**src/rtl/go_board_pkg.sv**
```systemverilog
// Shared Go Board constants and types for the switch/LED blocks.
package go_board_pkg;

  localparam int unsigned NUM_SWITCHES  = 4;
  localparam int unsigned CLK_HZ        = 25_000_000;
  localparam int unsigned DEBOUNCE_10MS = 250000;

  typedef logic [NUM_SWITCHES-1:0] sw_vec_t;

  // Counter width for a debounce limit; a limit of 1 still needs a 1-bit counter.
  function automatic int unsigned cnt_width(input int unsigned limit);
    return (limit > 1) ? $clog2(limit) : 1;
  endfunction

endpackage

```
**src/rtl/switch_toggle_leds_debounce_filter.sv**
```systemverilog
// Per-switch synchroniser plus debounce counter producing a clean level.
module debounce_filter
  import go_board_pkg::*;
#(
  parameter int unsigned DEBOUNCE_LIMIT = DEBOUNCE_10MS,
  parameter int unsigned SYNC_STAGES    = 2
) (
  input  logic i_Clk,
  input  logic i_Rst_L,
  input  logic i_Raw,
  output logic o_Level
);

  localparam int unsigned    CW      = cnt_width(DEBOUNCE_LIMIT);
  localparam logic [CW-1:0]  CNT_MAX = CW'(DEBOUNCE_LIMIT - 1);

  logic [SYNC_STAGES-1:0] r_Sync;
  logic [CW-1:0]          r_Count;
  logic                   r_Db;
  logic                   w_Sync;

  assign w_Sync = r_Sync[SYNC_STAGES-1];

  // Shift the asynchronous switch level through the synchroniser chain.
  always_ff @(posedge i_Clk or negedge i_Rst_L) begin
    if (!i_Rst_L) begin
      r_Sync <= '0;
    end else begin
      r_Sync <= {r_Sync[SYNC_STAGES-2:0], i_Raw};
    end
  end

  // Accept a new level only after it has differed for DEBOUNCE_LIMIT consecutive cycles.
  always_ff @(posedge i_Clk or negedge i_Rst_L) begin
    if (!i_Rst_L) begin
      r_Count <= '0;
      r_Db    <= 1'b0;
    end else if (w_Sync != r_Db) begin
      if (r_Count == CNT_MAX) begin
        r_Db    <= w_Sync;
        r_Count <= '0;
      end else begin
        r_Count <= r_Count + 1'b1;
      end
    end else begin
      r_Count <= '0;
    end
  end

  assign o_Level = r_Db;

endmodule

```
**src/rtl/switch_toggle_leds.sv**
```systemverilog
// Debounces the four Go Board switches and toggles each LED once per clean release.
module switch_toggle_leds
  import go_board_pkg::*;
#(
  parameter int unsigned DEBOUNCE_LIMIT = DEBOUNCE_10MS,
  parameter int unsigned SYNC_STAGES    = 2
) (
  input  logic    i_Clk,
  input  logic    i_Rst_L,
  input  logic    i_Switch_1,
  input  logic    i_Switch_2,
  input  logic    i_Switch_3,
  input  logic    i_Switch_4,
  output logic    o_LED_1,
  output logic    o_LED_2,
  output logic    o_LED_3,
  output logic    o_LED_4,
  output sw_vec_t o_Switch_Db,
  output sw_vec_t o_Release_Pulse
);

  sw_vec_t w_Raw;
  sw_vec_t w_Db;
  sw_vec_t r_Db_q;
  sw_vec_t r_LED;

  assign w_Raw = {i_Switch_4, i_Switch_3, i_Switch_2, i_Switch_1};

  for (genvar g = 0; g < NUM_SWITCHES; g++) begin : g_chan
    debounce_filter #(
      .DEBOUNCE_LIMIT (DEBOUNCE_LIMIT),
      .SYNC_STAGES    (SYNC_STAGES)
    ) u_filter (
      .i_Clk   (i_Clk),
      .i_Rst_L (i_Rst_L),
      .i_Raw   (w_Raw[g]),
      .o_Level (w_Db[g])
    );
  end

  // Delayed copy of the debounced levels for falling-edge detection.
  always_ff @(posedge i_Clk or negedge i_Rst_L) begin
    if (!i_Rst_L) begin
      r_Db_q <= '0;
    end else begin
      r_Db_q <= w_Db;
    end
  end

  // Release strobe decoded purely from registered levels; presses give no strobe.
  assign o_Release_Pulse = r_Db_q & ~w_Db;

  // Flip every LED whose channel strobes this cycle.
  always_ff @(posedge i_Clk or negedge i_Rst_L) begin
    if (!i_Rst_L) begin
      r_LED <= '0;
    end else begin
      r_LED <= r_LED ^ o_Release_Pulse;
    end
  end

  assign o_Switch_Db = w_Db;
  assign o_LED_1     = r_LED[0];
  assign o_LED_2     = r_LED[1];
  assign o_LED_3     = r_LED[2];
  assign o_LED_4     = r_LED[3];

endmodule

```
**config.mk**
```make
export PLATFORM = sky130hd
export DESIGN_NAME = switch_toggle_leds
export DESIGN_NICKNAME = d
export VERILOG_FILES = /design/src/rtl/go_board_pkg.sv /design/src/rtl/switch_toggle_leds_debounce_filter.sv /design/src/rtl/switch_toggle_leds.sv
export SDC_FILE = /design/constraint.sdc
export NUM_CORES = 1
export LEC_CHECK = 0
export BUFFER_PORTS_ARGS = -buffer_cell sky130_fd_sc_hd__buf_2
export CORE_MARGIN = 5
export CORE_UTILIZATION = 60
export CTS_BUF_LIST = sky130_fd_sc_hd__clkbuf_8
export DETAILED_ROUTE_END_ITERATION = 8
export GPL_TIMING_DRIVEN = 0
export HOLD_SLACK_MARGIN = 0.1
export PLACE_DENSITY = 0.78
export SYNTH_ARGS = -nofsm -noshare
export SYNTH_HDL_FRONTEND = slang
export SYNTH_SLANG_ARGS = --single-unit
```
**constraint.sdc**
```tcl
create_clock -name i_Clk -period 4 [get_ports i_Clk]
set_clock_uncertainty 0.05 [all_clocks]
set_input_delay 0.6 -clock i_Clk [delete_from_list [all_inputs] [get_ports i_Clk]]
set_output_delay 0.6 -clock i_Clk [all_outputs]
set_load 0.05 [all_outputs]
```
# --- Word-level counts from Yosys, hierarchy flattened ---
# Index checks and enable logic that the tools add are counted.
totals:
  ff_bits: 92
  inputBits: 6
op_classes:
  add_sub_neg: 4
  eq_ne: 8
  n_mux: 8
  bitwise: 3
  reduce_logical: 4
op_table:
  columns: ["op", "count"]
  rows:
  - ["$mux 18", 8]
  - ["$add 18x1->18 const B", 4]
  - ["$eq 18x18->1 const B", 4]
  - ["$reduce_and 2->1", 4]
  - ["$and 4x4->4", 1]
  - ["$ne 1x1->1", 4]
  - ["$not 4->4", 1]
  - ["$xor 4x4->4", 1]

# --- Logic depth before layout (Yosys ltp) ---
# Gate-level depths: netlist (run 1).
logic_depth:
  ltp_word: 3
  depth_mapped: 6
  depth_no_buf: 5

# --- Hierarchy ---
# From an unflattened synthesis (run 1), not the netlist that was laid out.
hier_totals:
  hier_cells: 412
  hier_area_um2: 4439.3
by_module_without_submodules:
  columns: ["mod", "instances", "cells_each", "area_per_inst_um2", "seq_area_each_um2"]
  rows:
  - ["debounce_filter", 4, 99, 1029.7, 525.5]
  - ["switch_toggle_leds", 1, 16, 320.3, 200.2]

# --- Worst setup path after synthesis (run 1) ---
# OpenSTA, ideal clock, no wires.
synth_timing:
  path_type: "flip-flop to flip-flop"
  startpoint: "register g_chan[3].u_filter.r_Count[6]"
  endpoint: "register g_chan[3].u_filter.r_Count[7]"
  setup_time_ns: 0.119
  arrival_time_ns: 1.730
  path_slack_ns: 2.101
  stages_incl_launch_ff: 5
  n_path_buf: 1
  path_cell_list: "dfrtp_1 or4_4 o41ai_4 buf_6 nor2_1"
synth_between:
  elab_chain_cells: 3
  elab_cells_between_ends: 4
synth_rtl:
  columns: ["item", "line_no", "source"]
  rows:
  - ["start, declared", "switch_toggle_leds_debounce_filter.sv:18", "logic [CW-1:0] r_Count;"]
  - ["start signal, assigned", "switch_toggle_leds_debounce_filter.sv:43", "r_Count <= r_Count + 1'b1;"]
  - ["$add 18x1->18 / $eq 18x18->1 (equally long branches)", "switch_toggle_leds_debounce_filter.sv:43, switch_toggle_leds_debounce_filter.sv:39", null]
  - ["$mux 18 *", "switch_toggle_leds_debounce_filter.sv:39", "if (r_Count == CNT_MAX) begin"]
  - ["$mux 18 *", "switch_toggle_leds_debounce_filter.sv:38", "end else if (w_Sync != r_Db) begin"]
# Mark *: on every way between the ends. The rest lies on a longest branch, timed or not.
# A chain may end at the register's enable or synchronous reset.

# --- Worst setup path in the final report (run 1) ---
layout_timing:
  startpoint: "register g_chan[2].u_filter.r_Count[10]"
  endpoint: "register g_chan[2].u_filter.r_Count[12]"
layout_between:
  elab_chain_cells: 3
  elab_cells_between_ends: 4
layout_rtl:
  columns: ["item", "line_no"]
  rows:
  - ["start, declared", "switch_toggle_leds_debounce_filter.sv:18"]
  - ["start signal, assigned", "switch_toggle_leds_debounce_filter.sv:43"]
  - ["$add 18x1->18 / $eq 18x18->1 (equally long branches)", "switch_toggle_leds_debounce_filter.sv:43, switch_toggle_leds_debounce_filter.sv:39"]
  - ["$mux 18 *", "switch_toggle_leds_debounce_filter.sv:39"]
  - ["$mux 18 *", "switch_toggle_leds_debounce_filter.sv:38"]
# Marks and branches as above.

==> results.md, run 1 <==
- EDFF count, synth: 0
- Leak: between 2 and 2.5 nW
- PD cells: between 300 and 400 mW/mm^2
- Total track usage: 0.1873
- Fin crit share: 0.5371
- Pin count of the biggest net entering global routing: 54
- Clock buffer depth: 2
- Grt ovf: 0
- Sequential area share after synthesis: 0.5303
- Clock power frac: 0.354
- Layout filler cell count: 560
- Ports: 18
- Mapped Area: around 0.0043 sq mm
- Fmax achieved: 0.4654 GHz
- Area occupied by multi-input gates: 0.001916 sq mm
- Total clock sinks: just over 90
- Synth unique cells: 32
- Reg clk slew, reported paths: 0.09 ns
- Global-route wire length before repair: roughly 14 mm
- Post-CTS sizing: 0
- Mapped Nets: about 420
- Iter 0 DRT Violations: between 70 and 80
- Fin nets: roughly 450
- Largest family of logic cells by synthesized area: simple AND/OR/NAND/NOR gates
- IO Port Bufs: 17
- Outcome: completed
- Fraction of layout instances using a drive strength above 1: 0.1278
- Max-slew violations: 0
- Synth Area in Adders: 0.01153
- Antenna violations before repair: 0
- Worst Setup Start Kind: flop
- Internal power: between 0.001 and 0.0015 W
- Layout area overhead: 9.568%
- Routed len/inst: around 14 um
- Post-synthesis cell count: around 410
- Worst-Margin Slew: 0.6109 ns
- Worst setup EP type: flop
- Syn Area/Cell: ~11 sq um
- CTS hold repair buffers: 0
- Finished Cell Area: 0.004757 sq mm
- Critical Path AT: 2.33 ns
- Routed vias/inst: around 5.5
- Endpoints failing hold: 0
- Net Sw Frac: 0.2274
- Placed Area: about 0.0046 sq mm
- Drt pass-1 iters: 4
- Antenna cell count: 0
- Setup Viol. Count Final: 0
- Post-synthesis compound-gate area fraction: 0.05418
- Worst Hold Class: input port to async pin
- YS warnings: 0
- Synth Area in XOR/XNOR: 0.1231
- Setup Buffers After CTS: 0
- Relative slew slack: 0.5914
- CTS tree: built
- Critical Path Fanout Max: 10
- Clock period minus worst slack: approximately 2.1 ns
- TNS Setup: 0 ns
- Cts bufs inserted: 9
- Most used flip-flop cell after synthesis: dfrtp_1
- Async set-or-reset flop fraction in the synthesized netlist: 1.000
- Critical path class: flop to flop
- Vert. Die Dim: roughly 95 um
- P_sw: roughly 0.00036 W
- Initial core utilization: 0.6083
- Worst Path Required: 4.18 ns
- Cell chosen for the clock root: clkbuf_8
- Drt drc: 0
- Clk Latency, worst-skew pair: between 0.3 and 0.4 ns
- Post-synthesis register bit count: just over 90
- Vias in the first global route: 3061
- Portion of total power attributed to combinational logic: 0.040
- Max VDD drop: between 0.15 and 0.2 mV
- Area of the core: 0.007137 sq mm
- Multiplexer share of the synthesized area: 0.01037
- Vias: roughly 3000
- DPL Wire Length: roughly 5.2 mm
- CP max-delay cell: o41ai_4
- Total die area: ~0.0090 sq mm
- Cell Rows: 31
- Simple-Gate Fraction of Synth Area: 0.2421
- Register area: about 0.0023 sq mm
- Max cap viols: 0
- RSZ-0062 raised after global routing: no
- Largest stage delay, worst path: 0.65 ns
- Gpl congestion: approximately 0.85
- Crit-path cells: nor4_1, nand4_1, o41ai_4, buf_4, nor2_1
- Final ANT Viol Nets: 0
- Reg power frac: 0.606
- Die Wd: around 95 um
- Routed Wire Length: 7.389 mm
- CTS HTree Levels: 3
## logic make-up (layout without fill, tap and decap cells)
family,Yosys count,in the layout
compound gates,26,26
simple gates,203,203
buf+inv,23,56
flops,92,92
fa+ha+maj,4,4
xor+xnor,61,61
mux,4,4
## power groups by stage
| stage | Combinational (W) | Clock (W) | Sequential (W) |
|---|---|---|---|
| after floorplan | 0.0000335 | 0 | 0.000971 |
| after global placement | 0.0000598 | 0 | 0.000973 |
| after detailed placement | 0.0000655 | 0 | 0.000974 |
| after CTS | 0.0000658 | 0.000581 | 0.000955 |
| after global routing | 0.0000740 | 0.000618 | 0.000958 |
| final | 0.0000637 | 0.000559 | 0.000955 |
## worst max-delay path, delay by kind of cell (launching register included)
kind            cells  cell delay (ns)
compound gates      1             0.65
simple gates        3             0.59
flops               1             0.45
buf+inv             1             0.28
## sequential cells by signal, indices dropped and copies added (netlist names)
name	flops
g_chan.u_filter.r_Sync	8
r_Db_q	4
g_chan.u_filter.o_Level	4
g_chan.u_filter.r_Count	72
r_LED	4
## path summary, 6_finish.rpt
| path | from | end | slack [ns] | cells past startpoint |
|---|---|---|---|---|
| setup / recovery | g_chan[2].u_filter.r_Count[10] | g_chan[2].u_filter.r_Count[12] | 1.85 | 5 |
| hold / removal | i_Rst_L | g_chan[1].u_filter.r_Count[15] | 0.18 | 1 |
| setup reg to reg | g_chan[2].u_filter.r_Count[10] | g_chan[2].u_filter.r_Count[12] | 1.85 | 5 |
| hold reg to reg | g_chan[1].u_filter.r_Sync[0] | g_chan[1].u_filter.r_Sync[1] | 0.31 | 0 |
| max in group asynchronous | i_Rst_L | g_chan[2].u_filter.r_Count[10] | 3.10 | 2 |
| min in group i_Clk | i_Switch_2 | g_chan[1].u_filter.r_Sync[0] | 0.31 | 1 |
## layer usage
metal / GRT usage / vias to the layer above / routed length, um
li1: - / 1499 / -
met1: 0.2479 / 1482 / 3487
met2: 0.3120 / 21 / 3680
met3: 0.02999 / 9 / 118
met4: 0.06851 / 0 / 103
met5: 0 / - / 0
## synth_stat cells, types with 4 or more instances
master	instances	share of area
a21oi_1	11	0.013
and4_1	5	0.010
buf_4	8	0.014
dfrtp_1	92	0.53
ha_1	4	0.012
inv_1	13	0.011
mux2_2	4	0.010
nand2_1	20	0.017
nand3_1	28	0.032
nand4_1	19	0.027
nor2_1	72	0.062
nor2b_1	6	0.0086
nor3_1	10	0.012
nor4_1	18	0.026
o21ai_0	5	0.0058
o31ai_1	6	0.010
o41ai_4	4	0.025
or3_1	4	0.0058
or4_1	7	0.012
xnor2_1	36	0.073
xor2_1	25	0.050
## cell type report
| class | count | area share |
|---|---|---|
| Buffer | 10 | 0.01578 |
| Clock buffer | 11 | 0.03183 |
| Clock inverter | 4 | 0.005260 |
| Inverter | 13 | 0.01026 |
| Multi-Input combinational cell | 298 | 0.4027 |
| Sequential cell | 92 | 0.4840 |
| Tap cell | 99 | 0.02604 |
| Timing Repair Buffer | 18 | 0.02420 |
## cell usage in the layout (no fill, tap or decap), types with 10 or more instances in the layout
| cell type | netlist | final |
|---|---|---|
| dfrtp_1 | 92 | 92 |
| nor2_1 | 72 | 72 |
| xnor2_1 | 36 | 36 |
| nand3_1 | 28 | 28 |
| xor2_1 | 25 | 25 |
| nand2_1 | 20 | 20 |
| nand4_1 | 19 | 19 |
| nor4_1 | 18 | 18 |
| buf_2 | 0 | 16 |
| inv_1 | 13 | 13 |
| a21oi_1 | 11 | 11 |
| clkbuf_8 | 0 | 11 |
| nor3_1 | 10 | 10 |
## per-stage QoR
stage,setup slack (ns),hold slack [ns],total power (W),std cells,utilization
4_1_cts,1.834,0.1747,0.001603,545,0.6666
5_1_grt,1.664,0.2029,0.001650,545,0.6666
2_1_floorplan,2.101,0.2544,0.001005,413,-
6_report,1.852,0.1770,0.001578,545,0.6666
3_3_place_gp,1.456,0.2821,0.001033,529,0.6376
3_5_place_dp,1.820,0.2920,0.001039,530,0.6418
Note: power is estimated with default switching activity, not from simulation.
==> run 2, diff against run 1 <==
- CORE_UTILIZATION: 60 -> 58
- PLACE_DENSITY: 0.78 -> 0.79
- clock period: 4 -> 1.93 ns (I/O delays scaled with it)
==> run 2 against run 1 <==
Net effect:
- worst setup slack lost 1.8 ns
- critical path depth shrank 2
- largest power group unchanged
- sequential share of layout area shrank 2.0 points
- clock-buffer cell count shrank 1
==> results.md, run 2 (synthesis gave the netlist of run 1 again) <==
- Outcome: completed
- Commonest non-fill, non-tap cells in the layout: dfrtp_1, nor2_1, xnor2_1
- Vias: 3187
- Max-slew violations: 0
- Max VDD drop: ~0.37 mV
- Max cap viols: 0
- P_sw: approximately 0.00082 W
- Crit-path cells: or4_4, nor4_2, mux2_2
- Clk Latency, worst-skew pair: around 0.36 ns
- Largest stage delay, worst path: just under 0.6 ns
- Crit-path leading delay family: simple AND/OR/NAND/NOR gates
- Critical Path Fanout Max: 6
- Global-route wire length before repair: 14.20 mm
- Clock power frac: 0.387
- Total track usage: 0.1946
- IO Port Bufs: 17
- Drt pass-1 iters: 4
- Portion of total power attributed to combinational logic: 0.044
- R2R depth: 3
- Antenna violations before repair: 0
- Ports: 18
- Hold Path End: g_chan[0].u_filter.r_Sync[1]
- Critical Path AT: between 2 and 2.5 ns
- PD cells: ~700 mW/mm^2
- Routed len/inst: about 14 um
- Critical path class: flop to flop
- Total clock sinks: slightly above 90
- CP max-delay cell: or4_4
- Reg power frac: 0.569
- Fraction of layout instances using a drive strength above 1: 0.1710
- Layout filler cell count: 537
- Final ANT Viol Nets: 0
- Vert. Die Dim: roughly 97 um
- Cell Rows: 31
- Hold path cells: 0
- Reg clk slew, reported paths: about 0.10 ns
- Leak: between 2 and 2.5 nW
- Layout Cells excl Fill: ~560
- Reg-to-reg setup timing slack: between 0.04 and 0.05 ns
- Fmax achieved: 0.5300 GHz
- Area of the core: just over 0.007 sq mm
- Routed Wire Length: between 8 and 9 mm
- Fin crit share: 0.9777
- Endpoints failing hold: 0
- Worst setup EP type: flop
- Drt drc: 0
- Net Sw Frac: 0.2365
- Worst r2r src: g_chan[3].u_filter.r_Count[6]
- Met3 Use GR: 0.03718
- Pin count of the biggest net entering global routing: 48
- Grt ovf: 0
- Routing usage on met2: 0.3178
- Die Wd: between 90 and 100 um
- Hold_sp: g_chan[0].u_filter.r_Sync[0]
- M1 GR Usage: 0.2576
- Inst Count DP: 530
- Routed vias/inst: around 5.7
- Internal power: 0.002662 W
- Total die area: 0.009316 sq mm
- Max reg flops: 72
- Clock buffer depth: 2
- Top Usage Layer GRT: met2
- Iter 0 DRT Violations: between 100 and 150
- CP bufs+invs: 0
- Final core occ: 0.6854
- Top Registers: g_chan.u_filter.r_Count: 72 flops, g_chan.u_filter.r_Sync: 8 flops
- Gpl congestion: about 0.85
- Clock period minus worst slack: ~1.9 ns
- Largest Register: g_chan.u_filter.r_Count
- R2R Path End: g_chan[3].u_filter.o_Level
- DPL Wire Length: 5.439 mm
- Layout area overhead: 14.50%
- Worst Hold Class: flop to flop
- Antenna cell count: 0
- Cts bufs inserted: 9
- Cell chosen for the clock root: clkbuf_8
- Setup Viol. Count Final: 0
- Vias in the first global route: 3143
- CTS tree: built
- Worst-Margin Slew: a little under 0.6 ns
- Worst Path Required: 2.13 ns
- Fin nets: ~470
- Commonest non-fill, non-tap cell in the layout: dfrtp_1
- Initial core utilization: 0.5986
- Relative slew slack: 0.6053
- Worst Setup Start Kind: flop
- CTS HTree Levels: 3
==> run 2: changes by cell type in the layout (fill, tap and decap cells not counted), sizes merged <==
cell	change
buf	+10
clkinv	+1
bufinv	+1
clkbuf	-1
inv	+1
dlygate4sd3	+5
clkinvlp	-1
==> run 2: layer usage <==
metal | wire [um] | vias to the layer above
li1 | - | 1534
met1 | 3664 | 1591
met2 | 4086 | 50
met3 | 234 | 12
met4 | 135 | 0
met5 | 0 | -
==> run 2: metrics by stage <==
step                      hold WS, ns  TNS [ns]  total power [W]  setup WS [ns]  cell area, sq um
after floorplan              -0.05609         0         0.002083        0.03116              4342
after global placement         0.2831    -32.62         0.002141        -0.2939              4551
after detailed placement       0.2848    -7.889         0.002155        -0.2304              4581
after CTS                      0.2966         0         0.003514        0.01807              4908
after global routing           0.3166  -0.02943         0.003631      -0.009394              4971
final                          0.2939         0         0.003486        0.04304              4971
==> run 2: worst max path at each step <==
stage                                     to  cells after the start                            from  slack (ns)
6_report          g_chan[3].u_filter.o_Level                      3   g_chan[3].u_filter.r_Count[6]        0.04
5_1_grt        g_chan[0].u_filter.r_Count[1]                      5  g_chan[0].u_filter.r_Count[10]      -0.009
4_1_cts           g_chan[3].u_filter.o_Level                      3   g_chan[3].u_filter.r_Count[6]        0.02
3_5_place_dp   g_chan[0].u_filter.r_Count[1]                      5  g_chan[0].u_filter.r_Count[10]       -0.23
3_3_place_gp   g_chan[2].u_filter.r_Count[0]                      1                         i_Rst_L       -0.29
2_1_floorplan  g_chan[3].u_filter.r_Count[7]                      4   g_chan[3].u_filter.r_Count[6]        0.03
==> run 2: area by class of cell <==
cell class / count / area [sq um] / share of cell area
Sequential cell: 92 / 2307 / 0.4641
Multi-Input combinational cell: 298 / 1966 / 0.3954
Timing Repair Buffer: 33 / 240.2 / 0.04833
Clock buffer: 10 / 137.6 / 0.02769
Tap cell: 99 / 123.9 / 0.02492
Buffer: 10 / 75.07 / 0.01510
Clock inverter: 6 / 72.57 / 0.01460
Inverter: 13 / 48.80 / 0.009816
==> run 2: repair_timing <==
action | in CTS | in global routing
hold buffers | 5 | 0
setup buffers | 9 | 1
setup endpoints to repair | 57 | 28
gates resized for setup | 0 | 12
endpoints found under the hold margin | 49 | 0
pin swaps | 5 | 4
cloned | 0 | 0
==> run 2: worst register-to-register path, cell delays in order, from the launching register on <==
cell and delay (ns):
dfrtp_1 0.46, or4_4 0.59, nor4_2 0.31, mux2_2 0.36
==> run 2: power by group through the flow <==
stage	combinational, W	sequential, W	clock, W
finish	0.000154	0.00198	0.00135
global route	0.000178	0.00199	0.00147
CTS	0.000157	0.00198	0.00138
detailed placement	0.000136	0.00202	0
global placement	0.000124	0.00202	0
floorplan	0.0000694	0.00201	0
==> run 3, diff against run 2 <==
- ABC_AREA: default -> 1
- PLACE_DENSITY: 0.79 -> 0.78
- REMOVE_ABC_BUFFERS: default -> 1
==> run 3 against run 2 <==
Net effect:
- critical path depth grew 1
- routed wire length is 4.9% higher
- die area is 6.5% higher
- synthesized cell count up 35%
- combinational power shrank 18%
- sequential power about the same
- maximum frequency increased by 13%
- via count up 13%
- total power shrank 4.5%
==> results.md, run 3 <==
- Drt pass-1 iters: 5
- Die Wd: between 90 and 100 um
- M1 GR Usage: 0.2560
- Fmax achieved: ~0.6 GHz
- Worst-Margin Slew: roughly 0.59 ns
- Synth top area share: 0.4944
- Commonest non-fill, non-tap cells in the layout: nor2_1, dfrtp_1, nand2_1
- Most common cell in the synthesized netlist: nor2_1
- Cts bufs inserted: 9
- Routed Wire Length: between 8 and 9 mm
- Critical Path AT: 1.34 ns
- Hold WS: between 0.3 and 0.4 ns
- Area of the core: a little under 0.008 sq mm
- Synth unique cells: 26
- Grt ovf: 0
- Fin crit share: 0.8679
- Post-CTS sizing: 0
- Clk Latency, worst-skew pair: roughly 0.37 ns
- EDFF count, synth: 0
- Worst slack, placed: about 0.34 ns
- Fraction of layout instances using a drive strength above 1: 0.1334
- Post-synthesis register bit count: 92
- Worst Hold Class: flop to flop
- Setup Viol. Count Final: 0
- Layout filler cell count: 640
- Gpl congestion: 0.8960
- Top Usage Layer GRT: met2
- Vias: ~3600
- Ports: 18
- Largest Register: g_chan.u_filter.r_Count
- Leak: ~2.2 nW
- Max-slew violations: 0
- Most used flip-flop cell after synthesis: dfrtp_1
- PD cells: roughly 650 mW/mm^2
- Max reg flops: slightly above 70
- Syn Area/Cell: ~8.3 sq um
- Yosys top cell by area: dfrtp_1
- Initial core utilization: 0.5995
- Outcome: completed
- Antenna violations before repair: 0
- Cell chosen for the clock root: clkbuf_8
- Clock buffer depth: 2
- Clock period minus worst slack: around 1.7 ns
- Drt drc: 0
- Mapped Area: around 0.0047 sq mm
- Crit-path cells: inv_1, nand2_1, inv_1, buf_2
- Total die area: 0.009921 sq mm
- IO Port Bufs: 17
- Total track usage: 0.1926
- Largest stage delay, worst path: ~0.43 ns
- Synth area leaders: dfrtp_1, nor2_1, nand2_1, nand3_1, xor2_1
- Fin nets: 597
- Reg clk slew, reported paths: 0.09 ns
- Routed vias/inst: around 5.2
- Endpoints failing hold: 0
- Total power: 0.003331 W
- Critical path class: flop to primary output
- YS warnings: 0
- Critical Path Fanout Max: 4
- Vert. Die Dim: approximately 100 um
- Setup Buffers After CTS: 0
- Global-route wire length before repair: 15.61 mm
- Pin count of the biggest net entering global routing: slightly below 50
- Sequential area share after synthesis: 0.4944
- Total clock sinks: 92
- RSZ-0062 raised after global routing: no
- CTS HTree Levels: 3
- Iter 0 DRT Violations: between 150 and 200
- Relative slew slack: 0.6077
- Worst Path Required: between 1.5 and 2 ns
- DPL Wire Length: approximately 6.3 mm
- Top Registers: g_chan.u_filter.r_Count: 72 flops, g_chan.u_filter.r_Sync: 8 flops
- Post-synthesis cell count: around 560
- Antenna cell count: 0
- Worst setup EP type: primary output
- Cell Rows: 32
- CTS hold repair buffers: 5
- Worst Setup Start Kind: flop
- Layout area overhead: 9.377%
- Routing usage on met2: 0.3115
- CTS tree: built
- Max VDD drop: 0.6001 mV
- Synth cell count leaders: nor2_1, dfrtp_1, nand2_1
- CP max-delay cell: dfrtp_1
- Max cap viols: 0
- Met3 Use GR: 0.04488
- Final ANT Viol Nets: 0
- Async set-or-reset flop fraction in the synthesized netlist: 1.000
- Final WS setup: 0.2549 ns
- Vias in the first global route: between 3000 and 4000
- Most used cell, CP: inv_1
- Commonest non-fill, non-tap cell in the layout: nor2_1
- Routed len/inst: 12.28 um
==> run 3: cell type report <==
| type | count | area [sq um] | share of cell area |
|---|---|---|---|
| clock buffer | 9 | 123.9 | 0.02432 |
| clock inverter | 7 | 60.06 | 0.01179 |
| multi-input combinational | 414 | 2138 | 0.4198 |
| timing repair buffer | 23 | 165.2 | 0.03242 |
| tap | 102 | 127.6 | 0.02506 |
| sequential | 92 | 2302 | 0.4520 |
| inverter | 47 | 176.4 | 0.03464 |
==> run 3: path summary, 6_finish.rpt <==
check | from | endpoint | slack, ns | cells past startpoint
worst max-delay path | g_chan[2].u_filter.o_Level | o_Release_Pulse[2] | 0.25 | 4
worst min-delay path | g_chan[2].u_filter.r_Sync[0] | g_chan[2].u_filter.r_Sync[1] | 0.31 | 0
worst max register to register | g_chan[3].u_filter.r_Count[0] | g_chan[3].u_filter.r_Count[7] | 0.34 | 6
worst min register to register | g_chan[2].u_filter.r_Sync[0] | g_chan[2].u_filter.r_Sync[1] | 0.31 | 0
max in group asynchronous | i_Rst_L | g_chan[0].u_filter.r_Count[3] | 0.80 | 3
min in group asynchronous | i_Rst_L | g_chan[1].u_filter.r_Count[12] | 0.40 | 2
==> run 3: cell families after synthesis <==
logic type               synth area share
AO/OA/AOI/OAI                     0.02418
XOR/XNOR                          0.08033
adder cells (fa/ha/maj)           0.01075
buffers and inverters             0.04648
flip-flops                         0.4944
AND/OR/NAND/NOR                    0.3439
==> run 3: routing by layer <==
layer | up-vias | part of all wire
met3 | 8 | 0.034
met4 | 0 | 0.011
met2 | 59 | 0.48
met1 | 1716 | 0.48
li1 | 1818 | -
met5 | - | 0
==> run 3: critical path: cells and delay by family (launching register included) <==
| family | cells | cell delay (ns) |
|---|---|---|
| and+or+nand+nor | 1 | 0.12 |
| buffers and inverters | 3 | 0.43 |
| DFF | 1 | 0.43 |
==> run 3: metrics by stage <==
stage	setup TNS, ns	area (sq um)	cells	utilization
after floorplan	0	4617	553	-
after global placement	-26.68	4830	672	0.6218
after detailed placement	0	4860	673	0.6256
after CTS	0	5094	694	0.6558
after global routing	0	5094	694	0.6558
final	0	5094	694	0.6558
==> run 3: power by group <==
part / internal [W] / switching [W]
sequential: 0.00195 / 0.0000215
clock: 0.000488 / 0.000741
combinational: 0.0000407 / 0.0000852
total: 0.00248 / 0.000848
